## config.mk

```make
export PLATFORM = sky130hd
export DESIGN_NAME = id_ex_stage
export DESIGN_NICKNAME = d
export VERILOG_FILES = /design/src/rtl/risc_pkg.sv /design/src/rtl/load_use_detect.sv /design/src/rtl/id_ex_stage.sv
export SDC_FILE = /design/constraint.sdc
export NUM_CORES = 1
export LEC_CHECK = 0
export CAP_MARGIN = 40
export CORE_UTILIZATION = 42
export DETAILED_ROUTE_END_ITERATION = 6
export HOLD_SLACK_MARGIN = 0.1
export PLACE_DENSITY = 0.85
export SLEW_MARGIN = 25
export SYNTH_ARGS = -nofsm -noshare
export SYNTH_HDL_FRONTEND = slang
export SYNTH_SLANG_ARGS = --single-unit
```

## constraint.sdc

```tcl
create_clock -name clk -period 6.91 [get_ports clk]
set_input_delay 1.0365 -clock clk [delete_from_list [all_inputs] [get_ports clk]]
set_output_delay 1.0365 -clock clk [all_outputs]
set_load 0.01 [all_outputs]
```

## src/rtl/risc_pkg.sv

```systemverilog
// Shared definitions for the 16-bit RISC core: control-word bit positions,
// ALU op encodings and datapath widths.
package risc_pkg;

  localparam int unsigned REG_ADDR_BITS = 3;
  localparam int unsigned REG_SIZE      = 16;
  localparam int unsigned PC_SIZE       = 16;
  localparam int unsigned CTRL_W        = 9;
  localparam int unsigned ALUOP_W       = 2;
  localparam int unsigned IMM_W         = 6;
  localparam int unsigned FUNCT_W       = 3;

  // Control word bit indices, MSB to LSB
  localparam int unsigned CTRL_BNE       = 8;
  localparam int unsigned CTRL_WE        = 7;
  localparam int unsigned CTRL_MEM_TO_REG = 6;
  localparam int unsigned CTRL_REG_DST   = 5;
  localparam int unsigned CTRL_ALU_SRC   = 4;
  localparam int unsigned CTRL_MEM_WRITE = 3;
  localparam int unsigned CTRL_MEM_READ  = 2;
  localparam int unsigned CTRL_BEQ       = 1;
  localparam int unsigned CTRL_JUMP      = 0;

  typedef enum logic [ALUOP_W-1:0] {
    ALUOP_RTYPE = 2'b00,
    ALUOP_BR    = 2'b01,
    ALUOP_MEM   = 2'b10
  } alu_op_e;

endpackage

```

## src/rtl/load_use_detect.sv

```systemverilog
// Load-use hazard detector: flags an ID instruction that reads the register
// a load currently in EX is about to write.
module load_use_detect #(
  parameter int unsigned REG_ADDR_BITS = risc_pkg::REG_ADDR_BITS
) (
  input  logic                     id_valid,
  input  logic                     id_jump,
  input  logic                     id_mem_read,
  input  logic [REG_ADDR_BITS-1:0] id_rs,
  input  logic [REG_ADDR_BITS-1:0] id_rt,
  input  logic                     ex_valid,
  input  logic                     ex_mem_read,
  input  logic [REG_ADDR_BITS-1:0] ex_rt,
  output logic                     hazard_c
);

  logic uses_rs;
  logic uses_rt;

  // A load writes its rt, so rt is only a source for non-load, non-jump ops
  assign uses_rs = !id_jump;
  assign uses_rt = !id_jump && !id_mem_read;

  assign hazard_c = id_valid && ex_valid && ex_mem_read &&
                    ((uses_rs && (id_rs == ex_rt)) || (uses_rt && (id_rt == ex_rt)));

endmodule

```

## src/rtl/id_ex_stage.sv

```systemverilog
// ID/EX pipeline register with load-use stall, branch/jump squash and
// saturating stall/flush event counters.
module id_ex_stage #(
  parameter int unsigned REG_ADDR_BITS = risc_pkg::REG_ADDR_BITS,
  parameter int unsigned REG_SIZE      = risc_pkg::REG_SIZE,
  parameter int unsigned PC_SIZE       = risc_pkg::PC_SIZE,
  parameter int unsigned CNT_W         = 16
) (
  input  logic                     clk,
  input  logic                     rst,
  input  logic                     id_valid,
  input  logic [PC_SIZE-1:0]       id_pc,
  input  logic [8:0]               id_ctrl,
  input  logic [1:0]               id_alu_op,
  input  logic [REG_ADDR_BITS-1:0] id_rs,
  input  logic [REG_ADDR_BITS-1:0] id_rt,
  input  logic [REG_ADDR_BITS-1:0] id_rd,
  input  logic [REG_SIZE-1:0]      id_rs_data,
  input  logic [REG_SIZE-1:0]      id_rt_data,
  input  logic [5:0]               id_imm,
  input  logic [2:0]               id_funct,
  input  logic                     flush,
  output logic                     stall,
  output logic                     ex_valid,
  output logic [8:0]               ex_ctrl,
  output logic [1:0]               ex_alu_op,
  output logic [PC_SIZE-1:0]       ex_pc,
  output logic [REG_ADDR_BITS-1:0] ex_rs,
  output logic [REG_ADDR_BITS-1:0] ex_rt,
  output logic [REG_ADDR_BITS-1:0] ex_rd,
  output logic [REG_SIZE-1:0]      ex_rs_data,
  output logic [REG_SIZE-1:0]      ex_rt_data,
  output logic [REG_SIZE-1:0]      ex_imm,
  output logic [2:0]               ex_funct,
  output logic [CNT_W-1:0]         stall_cnt,
  output logic [CNT_W-1:0]         flush_cnt
);

  import risc_pkg::*;

  logic hazard;
  logic load;

  load_use_detect #(
    .REG_ADDR_BITS(REG_ADDR_BITS)
  ) u_load_use_detect (
    .id_valid   (id_valid),
    .id_jump    (id_ctrl[CTRL_JUMP]),
    .id_mem_read(id_ctrl[CTRL_MEM_READ]),
    .id_rs      (id_rs),
    .id_rt      (id_rt),
    .ex_valid   (ex_valid),
    .ex_mem_read(ex_ctrl[CTRL_MEM_READ]),
    .ex_rt      (ex_rt),
    .hazard_c   (hazard)
  );

  // Flush outranks the hazard: the stalled instruction is being squashed anyway
  assign stall = hazard && !flush;
  assign load  = !flush && !hazard && id_valid;

  // Datapath fields load every cycle; only valid/ctrl distinguish a bubble
  always_ff @(posedge clk) begin
    if (rst) begin
      ex_valid   <= 1'b0;
      ex_ctrl    <= '0;
      ex_alu_op  <= '0;
      ex_pc      <= '0;
      ex_rs      <= '0;
      ex_rt      <= '0;
      ex_rd      <= '0;
      ex_rs_data <= '0;
      ex_rt_data <= '0;
      ex_imm     <= '0;
      ex_funct   <= '0;
    end else begin
      ex_valid   <= load;
      ex_ctrl    <= load ? id_ctrl : 9'(0);
      ex_alu_op  <= id_alu_op;
      ex_pc      <= id_pc;
      ex_rs      <= id_rs;
      ex_rt      <= id_rt;
      ex_rd      <= id_rd;
      ex_rs_data <= id_rs_data;
      ex_rt_data <= id_rt_data;
      ex_imm     <= {{(REG_SIZE-IMM_W){id_imm[IMM_W-1]}}, id_imm};
      ex_funct   <= id_funct;
    end
  end

  // Saturating event counters
  always_ff @(posedge clk) begin
    if (rst) begin
      stall_cnt <= '0;
      flush_cnt <= '0;
    end else begin
      if (flush && (flush_cnt != '1)) begin
        flush_cnt <= flush_cnt + CNT_W'(1);
      end
      if (stall && (stall_cnt != '1)) begin
        stall_cnt <= stall_cnt + CNT_W'(1);
      end
    end
  end

endmodule

```

==> results of run 1 <==
## kinds of logic (layout without fill, tap and decap cells)
group / after synthesis / after routing / synth area share (%)
adder cells (fa/ha/maj): 2 / 2 / 0.6497
buffers and inverters: 28 / 221 / 3.833
XOR/XNOR: 19 / 19 / 4.321
flip-flops: 110 / 110 / 57.18
multiplexers: 5 / 5 / 1.429
AO/OA/AOI/OAI: 32 / 32 / 5.133
AND/OR/NAND/NOR: 180 / 180 / 27.45
## final timing paths
path | start | to | slack [ns] | cells after the start
worst max-delay path | id_rt[2] | stall | 2.27 | 6
worst min-delay path | stall_cnt[9] | stall_cnt[9] | 0.52 | 2
worst max register to register | ex_rt[2] | stall_cnt[10] | 4.20 | 5
worst min register to register | stall_cnt[9] | stall_cnt[9] | 0.52 | 2
## per-layer routing
layer	up-vias	part of all wire, %
met5	-	0
met4	0	1.6
met3	12	9.7
met2	148	50
met1	1455	39
li1	1644	-
## metrics by stage
step	utilization, %	instances
final	68.91	677
after global routing	68.91	677
after CTS	68.87	676
after detailed placement	66.77	660
after global placement	66.54	659
after floorplan	-	376
## flip-flops by register name, indices dropped and copies added (netlist names)
signal and cells:
ex_rd 3, stall_cnt 16, ex_funct 3, ex_rt_data 16
ex_valid 1, ex_ctrl 9, ex_rt 3, flush_cnt 16
ex_pc 16, ex_rs 3, ex_imm 6, ex_alu_op 2
ex_rs_data 16
## critical path, cell delays in order
cell	delay, ns
clkdlybuf4s50_1	0.43
xor2_1	0.15
or4_4	0.53
a2111o_1	0.74
inv_1	0.15
clkdlybuf4s50_1	0.56
## area by class of cell
cell class / instances / share of cell area [%]
Inverter: 1 / 0.06186
Clock inverter: 4 / 0.4948
Timing Repair Buffer: 204 / 33.63
Sequential cell: 110 / 36.29
Multi-Input combinational cell: 238 / 24.74
Tap cell: 108 / 2.227
Clock buffer: 12 / 2.557
## synthesized netlist by cell type (4+ instances only)
cell type / count / area, µm²
dfxtp_1: 110 / 2202
nor2b_1: 72 / 450.4
nor2_1: 22 / 82.58
clkbuf_1: 14 / 52.55
a21oi_1: 13 / 65.06
nand3_1: 12 / 60.06
buf_4: 11 / 82.58
nand2_1: 11 / 41.29
nand4_1: 10 / 62.56
o31ai_1: 10 / 75.07
xnor2_1: 10 / 87.58
xor2_1: 9 / 78.83
and2_1: 8 / 50.05
nor3_1: 7 / 35.03
or4_1: 7 / 52.55
nor4_1: 6 / 37.54
o21ai_0: 6 / 30.03
or3_1: 6 / 37.54
and3_1: 5 / 31.28
and4_1: 4 / 35.03
mux2_2: 4 / 45.04
## cells in the final DEF (no fill, tap or decap), drive strengths merged, types with 3 or more instances in the layout
master / n
nor4: 6
clkdlybuf4s50: 200
nand3: 12
or3: 6
dfxtp: 110
clkbuf: 13
nand4: 10
xnor2: 10
xor2: 9
o21ai: 6
and3: 5
nor2b: 72
nor2: 22
and4: 4
nor4b: 3
nor3: 7
nand2: 11
or4: 8
mux2: 4
nor3b: 3
o31ai: 10
buf: 3
and2: 8
a21oi: 13
## power by group
group | total [W] | internal, W | switching [W]
combinational | 0.000147 | 0.0000980 | 0.0000495
sequential | 0.000667 | 0.000657 | 0.00000933
clock | 0.000355 | 0.000153 | 0.000202
total | 0.00117 | 0.000908 | 0.000261
==> reports/qor.yml, run 1 <==
cts_made_buffers: 9
slew_headroom_pct: 47.68
worst_slack_ns: 2.273
core_mm2: 0.008806
drc: 22
die_w_um: 97.76
layout-drive-gt1-share_pct: 4.218
arrival_ns: 3.60
yosysSeqAreaShare_pct: 57.18
rsz0062_at_grt: "no"
io_buffer_count: 201
n_antenna_cell: 0
routed_wl_um: 9160
hpwl_um: 6998
cts_tree: "done"
ir_drop_uv: 136.9
design_area_mm2: 0.006068
antenna_left: 0
start_util_pct: 43.73
fin_nets: 647
area_growth_syn_to_layout_pct: 57.57
fmax_mhz: 215.7
ys_seq_elements: 110
grt_max_degree: 58
hold_path.class: "flip-flop to flip-flop"
synth_flop_cell: "dfxtp_1"
ys_types: 34
startpoint_type: "primary input"
grt-busiest-layer: "met2"
avgRoutedWirePerCell_um: 13.53
antenna_found_initial: 0
synth_enable_flop_cells: 0
endpoint_kind: "output port"
fin_crit_sh_pct: 67.10
hold_violations: 0
power_density_mw_per_mm2: 192.6
ys_warn_count: 0
grt_overflow: 0
register_area_mm2: 0.002202
use_met3_pct: 6.800
place_ws_ns: 2.258
htreeDepth: 3
fill_cells: 648
setup_violations: 0
cts_setup_buffers: 0
grt_pass1_wl_um: 14890
rows: 34
hold_ws_ns: 0.5200
clkSlewWorstSetupHoldPaths_ns: 0.11
syn_avg_cell_area_um2: 10.24
grt_util_met2_pct: 35.79
synth_fp_nets: 459
postSynthCellCount: 376
finalPower_w: 0.001169
path_max_fanout: 29
die_area_mm2: 0.009556
dpl_cell_area_mm2: 0.005879
failed_checks: "design-rule violations"
drv_slew: 0
die_h_um: 97.76
insertion_delay_ns: 0.35
hold_buffers: 0
cp.required_ns: 5.87
tns_ns: 0
total_leakage_power_nw: 2.188
track_usage_pct: 19.33
clock_skew_ns: 0.01690
min_period_ns: 4.637
worstMarginPinSlew_ns: 0.7787
crit_type: "primary input to output port"
root_buffer: "clkbuf_8"
synthArstFlopShare_pct: 0
drtPass1Iterations: 6
synthesis.area_mm2: 0.003851
gp_congestion: 0.8183
grt_pass1_vias: 3273
ctsResizeCount: 0
multi_input_area_mm2: 0.001501
drtIter0Drc: 102
met1_usage_pct: 20.14
pin_count: 202
maxCapViolations: 0
vias: 3259
numClockSinks: 110
clk_path_buf_depth: 2
vias_per_cell: 4.814
status: "complete, but fails checks"
Note: power is estimated with default switching activity, not from simulation.
==> run 2, diff against run 1 <==
--- a/config.mk
+++ b/config.mk
@@ -6,10 +6,10 @@
 export NUM_CORES = 1
 export LEC_CHECK = 0
 export CAP_MARGIN = 40
-export CORE_UTILIZATION = 42
+export CORE_UTILIZATION = 39
 export DETAILED_ROUTE_END_ITERATION = 6
 export HOLD_SLACK_MARGIN = 0.1
-export PLACE_DENSITY = 0.85
+export PLACE_DENSITY = 0.79
 export SLEW_MARGIN = 25
 export SYNTH_ARGS = -nofsm -noshare
 export SYNTH_HDL_FRONTEND = slang
==> constraint.sdc (replaced) <==
create_clock -name clk -period 4.3 [get_ports clk]
set_input_delay 0.645 -clock clk [delete_from_list [all_inputs] [get_ports clk]]
set_output_delay 0.645 -clock clk [all_outputs]
set_load 0.01 [all_outputs]
==> run 2 against run 1 <==
Effect of this change:
- sequential power grew 60%
- critical path type unchanged
- clock power grew 83%
- first-iteration DRC count up 12%
- die area increased by 7.5%
- the flow now finishes without violations
- largest cell class unchanged
- non-clock buffer count is 1 higher
- worst setup slack got worse by 1.5 ns
- clock skew decreased by 0.0019 ns
- total power is 67% higher
- combinational power grew 60%
- critical endpoint unchanged
==> reports/qor.yml, run 2 (synthesis gave the netlist of run 1 again) <==
worst-path-buf-inv: 3
hold_violations: 0
maxCapViolations: 0
crit_path_frequent_cell: "clkdlybuf4s50_1"
antenna_found_initial: 0
fin_util_pct: 64.94
grt_max_degree: 66
layout_common_cells: "200 x clkdlybuf4s50_1, 110 x dfxtp_1, 72 x nor2b_1"
fin_crit_sh_pct: 81.48
use_met3_pct: 7.315
grt_overflow: 0
total_leakage_power_nw: 2.205
crit_type: "primary input to output port"
avgRoutedWirePerCell_um: 13.56
grt_util_met2_pct: 33.65
io_buffer_count: 201
cts_setup_buffers: 0
clkPwrFrac_pct: 33.2
rsz0062_at_grt: "no"
r2r_cells: 6
clkSlewWorstSetupHoldPaths_ns: 0.10
root_buffer: "clkbuf_8"
pin_count: 202
met1_usage_pct: 19.91
ir_drop_uv: 225.4
clk_path_buf_depth: 2
gp_congestion: 0.8119
fmax_mhz: 285.4
switching_share_pct: 23.50
cts_tree: "done"
grt_pass1_wl_um: 14850
pwr-share-comb_pct: 12.0
path_cells: "clkdlybuf4s50_1 > xor2_1 > or4_4 > a2111o_1 > inv_1 > clkdlybuf4s50_1"
cp.required_ns: 3.65
intPower_w: 0.001496
ctsResizeCount: 0
insertion_delay_ns: 0.37
layoutNonFillerInstCount: 699
arrival_ns: 2.86
place_ws_ns: 0.7586
power_density_mw_per_mm2: 319.9
antenna_left: 0
hold_path.class: "flip-flop to flip-flop"
status: "finished clean"
start_util_pct: 40.90
drc: 0
worst_slack_ns: 0.7964
track_usage_pct: 18.73
numClockSinks: 110
htreeDepth: 3
startpoint_type: "primary input"
endpoint_kind: "output port"
drtIter0Drc: 114
final_common_cell: "clkdlybuf4s50_1"
slew_headroom_pct: 34.31
die_area_mm2: 0.01028
layout-drive-gt1-share_pct: 4.737
holdPathStages: 2
core_mm2: 0.009415
ff2ff_setup_slack_ns: 1.69
n_antenna_cell: 0
clock_skew_ns: 0.01504
routed_wl_um: 9479
crit_path_top_delay_cell: "or4_4"
worstMarginPinSlew_ns: 0.9605
net-switching-power_w: 0.0004596
crit_family: "buffers and inverters"
rows: 35
area_growth_syn_to_layout_pct: 58.77
tns_ns: 0
drv_slew: 0
setup_violations: 0
die_h_um: 101.4
grt_pass1_vias: 3122
die_w_um: 101.4
hold_buffers: 0
slowest_delay_ns: 0.53
cts_made_buffers: 9
grt-busiest-layer: "met2"
drtPass1Iterations: 4
min_period_ns: 3.504
crit_cells: 6
vias_per_cell: 4.705
dpl.cell_count: 682
path_max_fanout: 2
fin_nets: 648
hpwl_um: 7169
vias: 3289
p_seq_share_pct: 54.8
## run 2: cell count changes in the layout (fill, tap and decap cells not counted)
cell	before	now
bufinv_16	0	1
buf_4	2	4
clkinvlp_4	1	0
clkbuf_8	11	9
inv_8	0	1
buf_12	1	0
clkbuf_2	0	1
clkbuf_1	2	0
inv_6	1	4
clkinv_2	1	0
## run 2: worst register-to-register path, stage by stage (launching register included)
cell      delay [ns]
dfxtp_1         0.36
xor2_1          0.18
or4_4           0.53
a2111o_1        0.49
buf_4           0.24
nor4b_1         0.34
mux2_2          0.37
## run 2: metrics by stage
step	total power, W	instance area, µm²	hold slack, ns
after floorplan	0.001170	3851	0.5043
after global placement	0.001327	5901	0.4840
after detailed placement	0.001334	5901	0.4913
after CTS	0.001985	6110	0.5137
after global routing	0.002036	6115	0.5422
final	0.001956	6115	0.5064
## run 2: power groups by stage
stage | registers [W] | clock network, W | logic (W)
2_1_floorplan | 0.00111 | 0 | 0.0000556
3_3_place_gp | 0.00109 | 0 | 0.000233
3_5_place_dp | 0.00110 | 0 | 0.000237
4_1_cts | 0.00107 | 0.000673 | 0.000239
5_1_grt | 0.00108 | 0.000707 | 0.000252
6_report | 0.00107 | 0.000649 | 0.000235
## run 2: layout make-up
type | instances | area, µm²
Clock buffer | 9 | 123.9
Clock inverter | 7 | 85.08
Fill cell | 779 | 3301
Inverter | 1 | 3.754
Multi-Input combinational cell | 238 | 1501
Sequential cell | 110 | 2202
Tap cell | 129 | 161.4
Timing Repair Buffer | 205 | 2037
## run 2: path summary, 6_finish.rpt
kind | start | end
max | id_rt[2] | stall
min | stall_cnt[9] | stall_cnt[9]
max reg2reg | ex_rt[2] | stall_cnt[10]
min reg2reg | stall_cnt[9] | stall_cnt[9]
## run 2: layer usage
layer / part of all wire, % / vias to the layer above
met5: 0 / -
met1: 39 / 1509
met3: 9.5 / 10
met4: 1.8 / 0
li1: - / 1641
met2: 50 / 129
